==> config.mk <==
export PLATFORM = sky130hd
export DESIGN_NAME = bin_to_bcd_scan
export DESIGN_NICKNAME = d
export VERILOG_FILES = /design/src/rtl/bin_to_bcd_scan.sv
export SDC_FILE = /design/constraint.sdc
export NUM_CORES = 1
export LEC_CHECK = 0
export BUFFER_PORTS_ARGS = -buffer_cell sky130_fd_sc_hd__buf_2
export CORE_MARGIN = 1.5
export CORE_UTILIZATION = 30
export DETAILED_ROUTE_END_ITERATION = 7
export MAX_ROUTING_LAYER = met4
export PLACE_DENSITY = 0.43
export SETUP_SLACK_MARGIN = 0.02
export SLEW_MARGIN = 25
export SYNTH_ARGS = -nofsm -noshare
export SYNTH_HDL_FRONTEND = slang
export SYNTH_SLANG_ARGS = --single-unit
==> constraint.sdc <==
create_clock -name clk -period 2.5 [get_ports clk]
set_clock_uncertainty 0.05 [all_clocks]
set_input_delay 0.125 -clock clk [delete_from_list [all_inputs] [get_ports clk]]
set_output_delay 0.125 -clock clk [all_outputs]
set_load 0.01 [all_outputs]
==> src/rtl/bin_to_bcd_scan.sv <==
// Sequential binary-to-BCD converter (double-dabble, one bit per clock) with a
// time-multiplexed common-anode 7-segment display driver.
module bin_to_bcd_scan #(
   parameter int unsigned BIN_W    = 8,
   parameter int unsigned DIGITS   = 3,
   parameter int unsigned SCAN_DIV = 50000,
   parameter int unsigned BLANK_LZ = 1
) (
   input  logic                  clk,
   input  logic                  rst_n,
   input  logic                  start,
   input  logic [BIN_W-1:0]      bin,
   output logic                  busy,
   output logic                  done,
   output logic [4*DIGITS-1:0]   bcd,
   output logic [6:0]            segments,
   output logic [DIGITS-1:0]     an
);

   // ceil(BIN_W * log10(2)) in integer arithmetic
   localparam int unsigned MinDigits = (BIN_W * 30103 + 99999) / 100000;
   localparam int unsigned CntW      = (SCAN_DIV > 1) ? $clog2(SCAN_DIV) : 1;
   localparam int unsigned IdxW      = (DIGITS > 1) ? $clog2(DIGITS) : 1;
   localparam int unsigned BitW      = (BIN_W > 1) ? $clog2(BIN_W) : 1;

   if (DIGITS < MinDigits) begin : g_bad_digits
      $error("bin_to_bcd_scan: DIGITS too small for BIN_W");
   end
   if (SCAN_DIV < 1) begin : g_bad_scan_div
      $error("bin_to_bcd_scan: SCAN_DIV must be >= 1");
   end

   typedef enum logic [0:0] {StIdle, StShift} state_t;

   state_t                r_state, w_state_nxt;
   logic [BIN_W-1:0]      r_shreg, w_shreg_nxt;
   logic [4*DIGITS-1:0]   r_scratch, w_scratch_nxt;
   logic [BitW-1:0]       r_bitcnt, w_bitcnt_nxt;
   logic [4*DIGITS-1:0]   r_bcd, w_bcd_nxt;
   logic                  r_busy, w_busy_nxt;
   logic                  r_done, w_done_nxt;

   logic [4*DIGITS-1:0]   w_adj;
   logic [4*DIGITS-1:0]   w_scr_shift;
   logic                  w_unused_adj_msb;

   // Add-3 on every digit >= 5, then shift the next binary bit in.
   always_comb begin
      w_adj = r_scratch;
      for (int i = 0; i < int'(DIGITS); i++) begin
         if (r_scratch[4*i +: 4] >= 4'd5) begin
            w_adj[4*i +: 4] = r_scratch[4*i +: 4] + 4'd3;
         end
      end
   end

   assign w_scr_shift      = {w_adj[4*DIGITS-2:0], r_shreg[BIN_W-1]};
   assign w_unused_adj_msb = w_adj[4*DIGITS-1];

   always_comb begin
      w_state_nxt   = r_state;
      w_shreg_nxt   = r_shreg;
      w_scratch_nxt = r_scratch;
      w_bitcnt_nxt  = r_bitcnt;
      w_bcd_nxt     = r_bcd;
      w_busy_nxt    = r_busy;
      w_done_nxt    = 1'b0;
      case (r_state)
         StIdle: begin
            if (start) begin
               w_shreg_nxt   = bin;
               w_scratch_nxt = '0;
               w_bitcnt_nxt  = '0;
               w_busy_nxt    = 1'b1;
               w_state_nxt   = StShift;
            end
         end
         StShift: begin
            w_scratch_nxt = w_scr_shift;
            w_shreg_nxt   = {r_shreg[BIN_W-2:0], 1'b0};
            w_bitcnt_nxt  = r_bitcnt + BitW'(1);
            if (r_bitcnt == BitW'(BIN_W - 1)) begin
               w_bcd_nxt   = w_scr_shift;
               w_done_nxt  = 1'b1;
               w_busy_nxt  = 1'b0;
               w_state_nxt = StIdle;
            end
         end
         default: w_state_nxt = StIdle;
      endcase
   end

   always_ff @(posedge clk or negedge rst_n) begin
      if (!rst_n) begin
         r_state   <= StIdle;
         r_shreg   <= '0;
         r_scratch <= '0;
         r_bitcnt  <= '0;
         r_bcd     <= '0;
         r_busy    <= 1'b0;
         r_done    <= 1'b0;
      end else begin
         r_state   <= w_state_nxt;
         r_shreg   <= w_shreg_nxt;
         r_scratch <= w_scratch_nxt;
         r_bitcnt  <= w_bitcnt_nxt;
         r_bcd     <= w_bcd_nxt;
         r_busy    <= w_busy_nxt;
         r_done    <= w_done_nxt;
      end
   end

   assign busy = r_busy;
   assign done = r_done;
   assign bcd  = r_bcd;

   // Display scan
   logic [CntW-1:0]   r_cnt;
   logic [IdxW-1:0]   r_idx;
   logic [6:0]        r_seg;
   logic [DIGITS-1:0] r_an;
   logic              w_wrap;
   logic [3:0]        w_digit;
   logic              w_blank;
   logic [6:0]        w_seg;
   logic [DIGITS-1:0] w_an;

   function automatic logic [6:0] seg_decode(input logic [3:0] d);
      logic [6:0] s;
      case (d)
         4'd0:    s = 7'b0000001;
         4'd1:    s = 7'b1001111;
         4'd2:    s = 7'b0010010;
         4'd3:    s = 7'b0000110;
         4'd4:    s = 7'b1001100;
         4'd5:    s = 7'b0100100;
         4'd6:    s = 7'b0100000;
         4'd7:    s = 7'b0001111;
         4'd8:    s = 7'b0000000;
         4'd9:    s = 7'b0000100;
         default: s = 7'b1111111;
      endcase
      return s;
   endfunction

   assign w_wrap  = (r_cnt == CntW'(SCAN_DIV - 1));
   assign w_digit = r_bcd[4*r_idx +: 4];

   // A digit above the units is blank when it and every higher digit are zero.
   always_comb begin
      w_blank = (BLANK_LZ != 0) && (r_idx != '0);
      for (int j = 0; j < int'(DIGITS); j++) begin
         if ((j >= int'(r_idx)) && (r_bcd[4*j +: 4] != 4'd0)) begin
            w_blank = 1'b0;
         end
      end
   end

   always_comb begin
      w_seg = w_blank ? 7'b1111111 : seg_decode(w_digit);
      w_an  = '1;
      w_an[r_idx] = 1'b0;
   end

   always_ff @(posedge clk or negedge rst_n) begin
      if (!rst_n) begin
         r_cnt <= '0;
         r_idx <= '0;
         r_seg <= 7'b1111111;
         r_an  <= '1;
      end else begin
         if (w_wrap) begin
            r_cnt <= '0;
            r_idx <= (r_idx == IdxW'(DIGITS - 1)) ? '0 : r_idx + IdxW'(1);
         end else begin
            r_cnt <= r_cnt + CntW'(1);
         end
         r_seg <= w_seg;
         r_an  <= w_an;
      end
   end

   assign segments = r_seg;
   assign an       = r_an;

endmodule

==> summary.md <==
| Metric | Value |
|---|---|
| Vias | between 2,000 and 2,500 |
| Clk pwr share | 25.9% |
| Hold Crit Class | in -> reg |
| Pin count of the biggest net entering global routing | 41 |
| Reg-to-reg startpoint | r_idx[0] |
| Row count | 37 |
| Initial Util | between 30% and 40% |
| Die area | 0.0116 mm² |
| Routed Antenna Nets | 0 |
| HP Start | bin[2] |
| Fillers | ~1,100 |
| First-pass GRT wire length | 11,500 µm |
| Clk_lat worst skew | 0.34 ns |
| Die Span X | 108 µm |
| Critical Path AT | between 2 and 2.5 ns |
| Clock net sink count | 66 |
| Run status | finished, final reports clean |
| Rel. slew slack | a little under three fifths |
| Final Cycle Share | 78.7% |
| Reg2reg path depth | 8 |
| CP startpoint kind | flip-flop |
| Worst Setup End Kind | flip-flop |
| Post-synthesis mux area share | 10.8% |
| Post-Synth Simple-Gate Area | 14.2% |
| YS warnings | 0 |
| CTS tree | done |
| Post-synthesis xor/xnor area fraction | 4.54% |
| Hold Path Depth | 3 |
| Prevailing post-synth register cell | dfrtp_1 |
| DRT Pass-1 Iters | 4 |
| Yosys cell types | 49 |
| Placed cell areas | ~0.0036 mm² |
| Fin area | slightly below 0.004 mm² |
| Yosys reg bits | 66 |
| Switching Share | 34.7% |
| CP Max Fanout | 12 |
| Final net count | 356 |
| Ant. Diodes | 0 |
| Worst R2R Setup Slack | 0.53 ns |
| Hold path endpoint | r_shreg[2] |
| Chip height | 108 µm |
| Final setup fails | 0 |
| Unrepaired setup endpoints after global routing | false |
| Mapped Area | 0.00328 mm² |
| Max-cap violations | 0 |
| CTS Buf Count | 9 |
| Period minus WS final | 1.97 ns |
| Syn Area/Cell | about 11 µm² |
| Port bufs | 34 |
| Achievable Freq | 0.508 GHz |
| Compound-gate portion of the synthesized area | a little over a tenth |
| Post-DP HPWL | roughly 4600 µm |
| Sequential share of power | 38.6% |
| Final WL | 6700 µm |
| Initial DRC count | 53 |
| PwrDens | about 1100 mW/mm² |
| Area growth syn-to-layout | 18.5% |
| WS Path Type | reg -> reg |
| Reg2reg end | segments[2] |
| Largest family of logic cells by synthesized area | simple AND/OR/NAND/NOR gates |
| CTS clk-pin slew, worst paths | about 0.080 ns |
| Logic pwr share | ~36% |
| Max Slew Vio Count | 0 |
| DRC | 0 |
| Core Region | 0.0105 mm² |
| Post-synthesis instance total | 289 |
| Overall overflow remaining after global route | 0 |
| Post-synth EDFFs | 0 |
| GP Congestion | ~0.74 |
| Buffer depth of the longest clock path | 2 |
| Initial antenna violation count | 0 |
| I/O pin total | 35 |
| Pleak | 1.81 nW |
| Setup TNS | 0 ns |
| Fraction of the mapped netlist area in adder cells | 5.72% |
| Number of global-route vias before repair | 2,299 |
| Root Buffer | clkbuf_8 |
| Register area share after synthesis | 50.7% |
| Async SR Flop Fraction | 100% |
| Syn_nets | 315 |
| Final hold vios | 0 |
| Wire per inst | around 14 µm |
| Pwr Total | 4.42 mW |
| Required time worst endpoint | 2.71 ns |
| Gr usage total | 13.2% |
| Share of layout cells above drive strength 1 | 24.5% |
| Commonest non-fill, non-tap cells in the layout | dfrtp_1 (56), buf_2 (34), mux2i_1 (25) |
| Number of setup buffers added after CTS | 0 |
| Slew @ Worst Pin | 0.656 ns |
| Htree depth | 3 |
| Via density | 4.64 |
| P_sw | 1.53 mW |
| P_int | 2.89 mW |
| Commonest non-fill, non-tap cell in the layout | dfrtp_1 |
| Peak supply drop | 0.000387 V |
[state kept, by name, indices dropped and copies added (netlist names)]
| signal | cells |
|---|---|
| an | 3 |
| bcd | 12 |
| busy | 1 |
| done | 1 |
| r_bitcnt | 3 |
| r_cnt | 16 |
| r_idx | 2 |
| r_scratch | 12 |
| r_shreg | 8 |
| r_state | 1 |
| segments | 7 |
[power by group through the flow]
stage	clock network [mW]	registers [mW]	logic, mW
final	1.15	1.71	1.57
after global routing	1.24	1.76	1.78
after CTS	1.19	1.72	1.60
after detailed placement	0	1.73	1.59
after global placement	0	1.73	1.57
after floorplan	0	1.73	1.09
[final cells by class]
class / count / area [µm²] / share of cell area, %
Sequential cell: 66 / 1660 / 42.8
Multi-Input combinational cell: 198 / 1510 / 38.9
Timing Repair Buffer: 40 / 233 / 5.99
Tap cell: 136 / 170 / 4.38
Clock buffer: 12 / 155 / 3.99
Clock inverter: 4 / 97.6 / 2.51
Inverter: 15 / 56.3 / 1.45
[logic make-up after synthesis]
kind of cell	Yosys count
simple gates	83
flops	66
compound gates	50
mux	33
buf+inv	25
xor+xnor	17
fa+ha+maj	15
[critical path, stage by stage (launching register included)]
cell and delay, ns:
dfrtp_1 0.53, nor2b_1 0.21, buf_4 0.19, a2bb2oi_2 0.28, inv_2 0.11, ha_1 0.19, inv_1 0.05, mux2i_1 0.06
a32oi_1 0.22
[per-layer routing]
layer  up-vias  GRT usage (%)  wire length [µm]
li1       1100              -                 -
met1      1042           16.3              3340
met2        38           21.5              3060
met3         5           3.03               209
met4         0           4.61                85
met5         -              -                 0
[timing repair]
action,in CTS,in global routing
gates resized for setup,0,0
hold buffers,2,0
endpoints found under the hold margin,27,0
[cell usage after synthesis (2+ instances only)]
cell type / count / area, µm²
dfrtp_1: 56 / 1400
mux2i_1: 25 / 250
nand2_1: 17 / 63.8
nor2_1: 16 / 60.1
o21ai_0: 16 / 80.1
ha_1: 15 / 188
inv_1: 13 / 48.8
nand2b_1: 11 / 68.8
xnor2_1: 11 / 96.3
dfstp_2: 10 / 263
a21oi_1: 8 / 40.0
nor3b_1: 8 / 60.1
nand3_1: 7 / 35.0
a21o_1: 6 / 45.0
mux2_2: 6 / 67.6
nor3_1: 6 / 30.0
xor2_1: 6 / 52.6
clkbuf_1: 4 / 15.0
nor4_1: 4 / 25.0
o211ai_1: 4 / 30.0
buf_1: 3 / 11.3
nand4_1: 3 / 18.8
a22o_1: 2 / 17.5
and3_1: 2 / 12.5
buf_2: 2 / 10.0
nor2b_1: 2 / 12.5
nor4b_2: 2 / 30.0
o2bb2ai_1: 2 / 17.5
o31ai_1: 2 / 15.0
[worst max path at each step]
stage	slack [ns]	start	cells after the start	end
after detailed placement	0.55	r_idx[0]	8	segments[2]
after global placement	0.58	r_idx[1]	7	segments[3]
after floorplan	0.71	r_idx[1]	9	segments[3]
after global routing	0.32	r_idx[1]	7	segments[3]
after CTS	0.53	r_idx[0]	8	segments[2]
final	0.53	r_idx[0]	8	segments[2]
[metrics by stage]
| step | worst slack (ns) | util (%) | hold WS [ns] | cells |
|---|---|---|---|---|
| after CTS | 0.531 | 37.2 | 0.0116 | 471 |
| after global placement | 0.583 | 34.5 | 0.160 | 453 |
| after detailed placement | 0.550 | 34.5 | 0.154 | 453 |
| after global routing | 0.323 | 37.2 | 0.0221 | 471 |
| after floorplan | 0.707 | - | -0.221 | 289 |
| final | 0.532 | 37.2 | 0.0261 | 471 |
Note: power is estimated with default switching activity, not from simulation.
